<file path="config.mk">
export PLATFORM = sky130hd
export DESIGN_NAME = msg_sched_stream_flat
export DESIGN_NICKNAME = d
export VERILOG_FILES = /design/src/rtl/msg_sched_stream_pkg.sv /design/src/rtl/msg_sched_stream_if.sv /design/src/rtl/msg_sched_stream_sigma.sv /design/src/rtl/msg_sched_stream.sv /design/src/flat_wrapper.sv
export SDC_FILE = /design/constraint.sdc
export NUM_CORES = 2
export LEC_CHECK = 0
export CORE_ASPECT_RATIO = 1.2
export CORE_MARGIN = 2
export CORE_UTILIZATION = 58
export CTS_BUF_LIST = sky130_fd_sc_hd__clkbuf_16
export CTS_CLUSTER_SIZE = 8
export DETAILED_ROUTE_END_ITERATION = 16
export PLACE_DENSITY = 0.75
export SLEW_MARGIN = 20
export SYNTH_ARGS = -nofsm -noshare
export SYNTH_HDL_FRONTEND = slang
export SYNTH_SLANG_ARGS = --single-unit
</file>
<file path="constraint.sdc">
create_clock -name clk -period 9.65 [get_ports clk]
set_clock_uncertainty 0.1 [all_clocks]
set_input_delay 1.93 -clock clk [delete_from_list [all_inputs] [get_ports clk]]
set_output_delay 1.93 -clock clk [all_outputs]
set_load 0.05 [all_outputs]
</file>
<file path="src/rtl/msg_sched_stream_pkg.sv">
// sha2_pkg: FSM states, small-sigma rotate/shift amounts and round count for SHA-256/512
package sha2_pkg;
  typedef enum logic [1:0] {IDLE, LOAD, GEN} state_e;
  localparam int S256_S0_R0 = 7;
  localparam int S256_S0_R1 = 18;
  localparam int S256_S0_SH = 3;
  localparam int S256_S1_R0 = 17;
  localparam int S256_S1_R1 = 19;
  localparam int S256_S1_SH = 10;
  localparam int S512_S0_R0 = 1;
  localparam int S512_S0_R1 = 8;
  localparam int S512_S0_SH = 7;
  localparam int S512_S1_R0 = 19;
  localparam int S512_S1_R1 = 61;
  localparam int S512_S1_SH = 6;
  function automatic int rounds_of(input int dw);
    return dw == 64 ? 80 : 64;
  endfunction
  function automatic int sig_amt(input int dw, input bit sel, input int k);
    return k == 0 ? (dw == 64 ? (sel ? S512_S1_R0 : S512_S0_R0) : (sel ? S256_S1_R0 : S256_S0_R0)) :
           k == 1 ? (dw == 64 ? (sel ? S512_S1_R1 : S512_S0_R1) : (sel ? S256_S1_R1 : S256_S0_R1)) :
                    (dw == 64 ? (sel ? S512_S1_SH : S512_S0_SH) : (sel ? S256_S1_SH : S256_S0_SH));
  endfunction
endpackage

</file>
<file path="src/rtl/msg_sched_stream_if.sv">
// msg_sched_stream_if: control, input stream and output stream of the message-schedule generator
interface msg_sched_stream_if #(parameter int DATA_WIDTH = 32);
  logic                  start_in;
  logic                  abort_in;
  logic [DATA_WIDTH-1:0] in_data;
  logic                  in_valid;
  logic                  in_ready;
  logic [DATA_WIDTH-1:0] out_data;
  logic                  out_valid;
  logic                  out_ready;
  logic [6:0]            round_out;
  logic                  done_out;
  modport master (output start_in, abort_in, in_data, in_valid, out_ready,
                  input in_ready, out_data, out_valid, round_out, done_out);
  modport slave (input start_in, abort_in, in_data, in_valid, out_ready,
                 output in_ready, out_data, out_valid, round_out, done_out);
endinterface

</file>
<file path="src/rtl/msg_sched_stream_sigma.sv">
// sha2_small_sigma: SHA-2 small sigma (SEL=0 sigma0, SEL=1 sigma1); x_i word in, y_o sigma out
module sha2_small_sigma
  import sha2_pkg::*;
#(
  parameter int DATA_WIDTH = 32,
  parameter bit SEL        = 1'b0
) (
  input  logic [DATA_WIDTH-1:0] x_i,
  output logic [DATA_WIDTH-1:0] y_o
);
  localparam int R0 = sig_amt(DATA_WIDTH, SEL, 0);
  localparam int R1 = sig_amt(DATA_WIDTH, SEL, 1);
  localparam int SH = sig_amt(DATA_WIDTH, SEL, 2);
  assign y_o = (x_i >> R0 | x_i << (DATA_WIDTH - R0)) ^
               (x_i >> R1 | x_i << (DATA_WIDTH - R1)) ^
               (x_i >> SH);
endmodule

</file>
<file path="src/rtl/msg_sched_stream.sv">
// msg_sched_stream: loads 16 message words, then streams W[0..ROUNDS-1] from a 16-word circular window; ports clk, rst, sched_io (slave)
module msg_sched_stream
  import sha2_pkg::*;
#(
  parameter int DATA_WIDTH = 32
) (
  input logic               clk,
  input logic               rst,
  msg_sched_stream_if.slave sched_io
);
  localparam int         ROUNDS = rounds_of(DATA_WIDTH);
  localparam logic [6:0] LAST   = 7'(ROUNDS - 1);
  if (DATA_WIDTH != 32 && DATA_WIDTH != 64) begin : g_bad_width
    $error("msg_sched_stream: DATA_WIDTH must be 32 or 64");
  end
  state_e                state_q, state_d;
  logic [3:0]            lc_q, lc_d;
  logic [6:0]            t_q, t_d;
  logic [DATA_WIDTH-1:0] win_q [16];
  logic                  in_ready_q, out_valid_q, done_q, done_d;
  logic                  wr_en;
  logic [3:0]            wr_addr;
  logic [DATA_WIDTH-1:0] wr_data, s0, s1, sum;
  logic [3:0]            ti;
  assign ti = t_q[3:0];
  sha2_small_sigma #(.DATA_WIDTH(DATA_WIDTH), .SEL(1'b0)) u_s0 (.x_i(win_q[ti + 4'd1]), .y_o(s0));
  sha2_small_sigma #(.DATA_WIDTH(DATA_WIDTH), .SEL(1'b1)) u_s1 (.x_i(win_q[ti + 4'd14]), .y_o(s1));
  // win[t] still holds W[t-16]; t+1, t+9, t+14 hold W[t-15], W[t-7], W[t-2]
  assign sum                = win_q[ti] + s0 + win_q[ti + 4'd9] + s1;
  assign sched_io.out_data  = t_q < 7'd16 ? win_q[ti] : sum;
  assign sched_io.in_ready  = in_ready_q;
  assign sched_io.out_valid = out_valid_q;
  assign sched_io.round_out = t_q;
  assign sched_io.done_out  = done_q;
  always_comb begin
    state_d = state_q;
    lc_d    = lc_q;
    t_d     = t_q;
    done_d  = 1'b0;
    wr_en   = 1'b0;
    wr_addr = lc_q;
    wr_data = sched_io.in_data;
    if (state_q == IDLE) begin
      if (sched_io.start_in) begin
        state_d = LOAD;
        lc_d    = 4'd0;
        t_d     = 7'd0;
      end
    end else if (sched_io.abort_in) begin
      state_d = IDLE;
    end else if (state_q == LOAD && sched_io.in_valid && in_ready_q) begin
      wr_en   = 1'b1;
      lc_d    = lc_q + 4'd1;
      state_d = lc_q == 4'd15 ? GEN : LOAD;
    end else if (state_q == GEN && sched_io.out_ready && out_valid_q) begin
      wr_en   = t_q >= 7'd16;
      wr_addr = ti;
      wr_data = sum;
      // round_out holds the final index once the block completes
      t_d     = t_q == LAST ? t_q : t_q + 7'd1;
      state_d = t_q == LAST ? IDLE : GEN;
      done_d  = t_q == LAST;
    end
  end
  always_ff @(posedge clk) begin
    if (rst) begin
      state_q     <= IDLE;
      lc_q        <= 4'd0;
      t_q         <= 7'd0;
      in_ready_q  <= 1'b0;
      out_valid_q <= 1'b0;
      done_q      <= 1'b0;
      for (int i = 0; i < 16; i++) win_q[i] <= '0;
    end else begin
      state_q     <= state_d;
      lc_q        <= lc_d;
      t_q         <= t_d;
      in_ready_q  <= state_d == LOAD;
      out_valid_q <= state_d == GEN;
      done_q      <= done_d;
      if (wr_en) win_q[wr_addr] <= wr_data;
    end
  end
endmodule
</file>
<file path="src/flat_wrapper.sv">
// flat-port wrapper written by rule: the top's interface ports become plain ports
module msg_sched_stream_flat import sha2_pkg::*;
#(
  parameter int DATA_WIDTH = 32
)
  (clk, rst, sched_io_start_in, sched_io_abort_in, sched_io_in_data, sched_io_in_valid, sched_io_out_ready, sched_io_in_ready, sched_io_out_data, sched_io_out_valid, sched_io_round_out, sched_io_done_out);
  msg_sched_stream_if #(.DATA_WIDTH(DATA_WIDTH)) sched_io_i ();
  input logic clk;
  input logic rst;
  input wire logic [$bits(sched_io_i.start_in)-1:0] sched_io_start_in;
  input wire logic [$bits(sched_io_i.abort_in)-1:0] sched_io_abort_in;
  input wire logic [$bits(sched_io_i.in_data)-1:0] sched_io_in_data;
  input wire logic [$bits(sched_io_i.in_valid)-1:0] sched_io_in_valid;
  input wire logic [$bits(sched_io_i.out_ready)-1:0] sched_io_out_ready;
  output wire logic [$bits(sched_io_i.in_ready)-1:0] sched_io_in_ready;
  output wire logic [$bits(sched_io_i.out_data)-1:0] sched_io_out_data;
  output wire logic [$bits(sched_io_i.out_valid)-1:0] sched_io_out_valid;
  output wire logic [$bits(sched_io_i.round_out)-1:0] sched_io_round_out;
  output wire logic [$bits(sched_io_i.done_out)-1:0] sched_io_done_out;
  assign sched_io_i.start_in = sched_io_start_in;
  assign sched_io_i.abort_in = sched_io_abort_in;
  assign sched_io_i.in_data = sched_io_in_data;
  assign sched_io_i.in_valid = sched_io_in_valid;
  assign sched_io_i.out_ready = sched_io_out_ready;
  assign sched_io_in_ready = sched_io_i.in_ready;
  assign sched_io_out_data = sched_io_i.out_data;
  assign sched_io_out_valid = sched_io_i.out_valid;
  assign sched_io_round_out = sched_io_i.round_out;
  assign sched_io_done_out = sched_io_i.done_out;
  msg_sched_stream #(.DATA_WIDTH(DATA_WIDTH)) u_core (.clk(clk), .rst(rst), .sched_io(sched_io_i));
endmodule
</file>
==> results.json <==
{
  "final_cells": 3385,
  "power.leakage_nw": 13.6,
  "synth-compound-area-share_pct": 2.72,
  "pre_cts_ws_ns": 0.961,
  "rsz0062_at_grt": "no",
  "cp.required_ns": 7.62,
  "hold_class": "reg2reg",
  "synth_simple_gate_area_share_pct": 8.42,
  "dpl.hpwl_um": 78500,
  "finalHoldViolCount": 0,
  "worstPathArrival_ns": 7.34,
  "grt_pass1_vias": 26550,
  "critPathSlowestCell": "mux4_2",
  "h-tree-depth": 3,
  "drive_gt1_share_pct": 30.0,
  "drv_slew": 0,
  "cp_max_fo": 70,
  "gr-total-overflow": 0,
  "path_common_cell": "o21ai_0",
  "grtUsageTotal_pct": 41.9,
  "dp.cells": 3288,
  "grt_max_degree": 89,
  "grt_antenna_before_repair": 0,
  "insertion_delay_ns": 0.64,
  "dieWidth_um": 231,
  "finalWirelength_um": 132000,
  "maxCapViolations": 0,
  "synthesis.area_mm2": 0.0358,
  "fin_crit_ns": 9.37,
  "final_nets": 2696,
  "worstSetupStartpointType": "flip-flop",
  "first_pass_iters": 9,
  "viasPerCell": 7.85,
  "worstPathCellList": "buf_12, mux4_2, mux4_2, xor2_1, xnor2_1, fa_1, fa_1, inv_1, ha_1, nand2_1, o21ai_0, nand2_1, a21oi_1, o21ai_0, o21ai_0, a21oi_1, xor2_1, o21ai_2, buf_12",
  "vias": 26578,
  "synth_xor_area_share_pct": 3.83,
  "area_delta_synth_final_pct": 12.3,
  "start_util_pct": 58.8,
  "p_per_area_mw_per_mm2": 166,
  "critical_path_buf_inv_count": 3,
  "cts_root_buffer": "clkbuf_16",
  "holdWs_ns": 0.491,
  "slew_headroom_pct": 21.7,
  "synth_top_area_share_pct": 42.9,
  "die_area_mm2": 0.0638,
  "fmax_mhz": 107,
  "worstMarginPinSlew_ns": 1.17,
  "synthArstFlopShare_pct": 0,
  "setup_ws_ns": 0.284,
  "yosysWarnings": 0,
  "synth-seq-cells": 532,
  "die_h_um": 276,
  "yosys-top-cells-count": "548 x nor2_1, 512 x edfxtp_1, 509 x mux4_2",
  "synthAdderAreaFrac_pct": 4.72,
  "worstSetupPathType": "reg2out",
  "netlist_instances": 2537,
  "avgSynthCellArea_um2": 14.1,
  "ys_seq_area_share_pct": 44.0,
  "synth_top_family_by_area": "multiplexers",
  "tns_ns": 0,
  "clk_pin_slew_ns": 0.06,
  "peakVddDrop_mv": 0.136,
  "ys.flop_type": "edfxtp_1",
  "drc": 0,
  "crit_family": "compound AO/OA/AOI/OAI gates",
  "synthMostInstantiatedCell": "nor2_1",
  "port_buffers": 79,
  "synth_cell_types": 60,
  "routedWlPerCell_um": 38.9,
  "status": "finished, final reports clean",
  "total_power_w": 0.00669,
  "core_area_mm2": 0.0609,
  "pin_count": 80,
  "synth_area_leaders": "edfxtp_1 43%, mux4_2 32%, nor2_1 5.7%, fa_1 3.5%, xnor2_1 2.1%",
  "rows": 99,
  "synth_nets": 2673,
  "synth.area.mux_share_pct": 32.4,
  "ant_nets": 0,
  "drt_iter0_drc": 4595,
  "setup_viol": 0,
  "n_antenna_cell": 0,
  "cts_max_path_buffers": 3,
  "numCtsBuffers": 77,
  "gp_congestion": 1.08,
  "cts.sinks": 532,
  "cp-end-kind": "output port",
  "max_stage_delay_ns": 0.62,
  "cts_tree": "yes",
  "period_share_pct": 97.1,
  "synth.largest_area_cell": "edfxtp_1",
  "grt_first_pass_wirelength_um": 187000,
  "synth_edf_count": 512
}
## path summary, 6_finish.rpt
check             depth (start not counted)  slack (ns)                           endpoint                                       from
setup reg to reg                         18        2.17  u_core.win_q[3][27]$_SDFFCE_PN0P_  u_core.sched_io.round_out[0]$_SDFFE_PP0P_
hold / removal                            2        0.49        u_core.lc_q[2]$_SDFFE_PP0P_                u_core.lc_q[2]$_SDFFE_PP0P_
setup / recovery                         19        0.28              sched_io_out_data[24]  u_core.sched_io.round_out[0]$_SDFFE_PP0P_
hold reg to reg                           2        0.49        u_core.lc_q[2]$_SDFFE_PP0P_                u_core.lc_q[2]$_SDFFE_PP0P_
## worst reg2reg max path, cell delays in order, from the launching register on
cell and delay (ns):
dfxtp_4 0.57, buf_12 0.46, mux4_2 0.62, mux4_2 0.62, xor2_1 0.22, xnor2_1 0.47, fa_1 0.52, fa_1 0.51
inv_1 0.04, ha_1 0.37, and4_1 0.28, and2_1 0.17, o2111ai_1 0.12, a21boi_1 0.45, o2111ai_1 0.23, and2_1 0.24
xor2_1 0.41, o21a_1 0.69, nor2_1 0.10
## per-layer routing
metal | vias to the layer above | global-route usage, % | wire length [um]
met5 | - | 0 | 0
met4 | 0 | 25.8 | 10200
met3 | 659 | 16.9 | 22300
met2 | 3008 | 62.4 | 59200
met1 | 13179 | 51.4 | 40000
li1 | 9732 | - | -
## logic make-up after synthesis
| family | Yosys count |
|---|---|
| AOI/OAI and AO/OA | 157 |
| xor gates and xnor gates | 154 |
| muxes | 520 |
| DFF | 532 |
| adders and majority gates | 98 |
| and+or+nand+nor | 730 |
| buffers and inverters | 346 |
## registers in the layout, indices dropped and copies added (netlist names), named ones only
name,count
u_core.sched_io.in_ready,1
u_core.win_q,512
u_core.sched_io.round_out,7
u_core.lc_q,4
u_core.state_q,2
u_core.sched_io.done_out,1
u_core.sched_io.out_valid,1
## report_power, final
part | switching, W | leakage, nW | internal, W
Combinational | 0.000946 | 7.27 | 0.000547
Sequential | 0.0000762 | 5.26 | 0.00263
Clock | 0.00101 | 1.09 | 0.00149
## placed cells by master (no fill, tap or decap), drive strengths merged, types with 62 or more instances in the layout
master | Yosys | final
buf | 69 | 102
clkbuf | 143 | 80
edfxtp | 512 | 512
fa | 62 | 62
inv | 134 | 144
mux4 | 512 | 512
nand2 | 88 | 88
nor2 | 558 | 558
xnor2 | 89 | 89
xor2 | 65 | 65
## through the flow
step,cell area [um2],util (%)
finish,40200,66.0
global route,40200,66.0
CTS,40200,65.9
detailed placement,38000,62.4
global placement,38000,62.4
floorplan,35900,-
## timing repair
item / 4_1_cts / 5_1_grt
setup endpoints to repair: 0 / 2
hold buffers: 0 / 0
setup buffers: 0 / 1
gates resized for setup: 0 / 1
## area by class of cell
cell class / count / area [um2]
sequential: 532 / 15800
tap: 808 / 1010
fill: 4181 / 20700
multi-input combinational: 1659 / 19000
timing repair buffer: 156 / 1740
clock buffer: 80 / 2000
clock inverter: 16 / 170
inverter: 134 / 503
No activity file was read; power rests on OpenSTA's default activity.
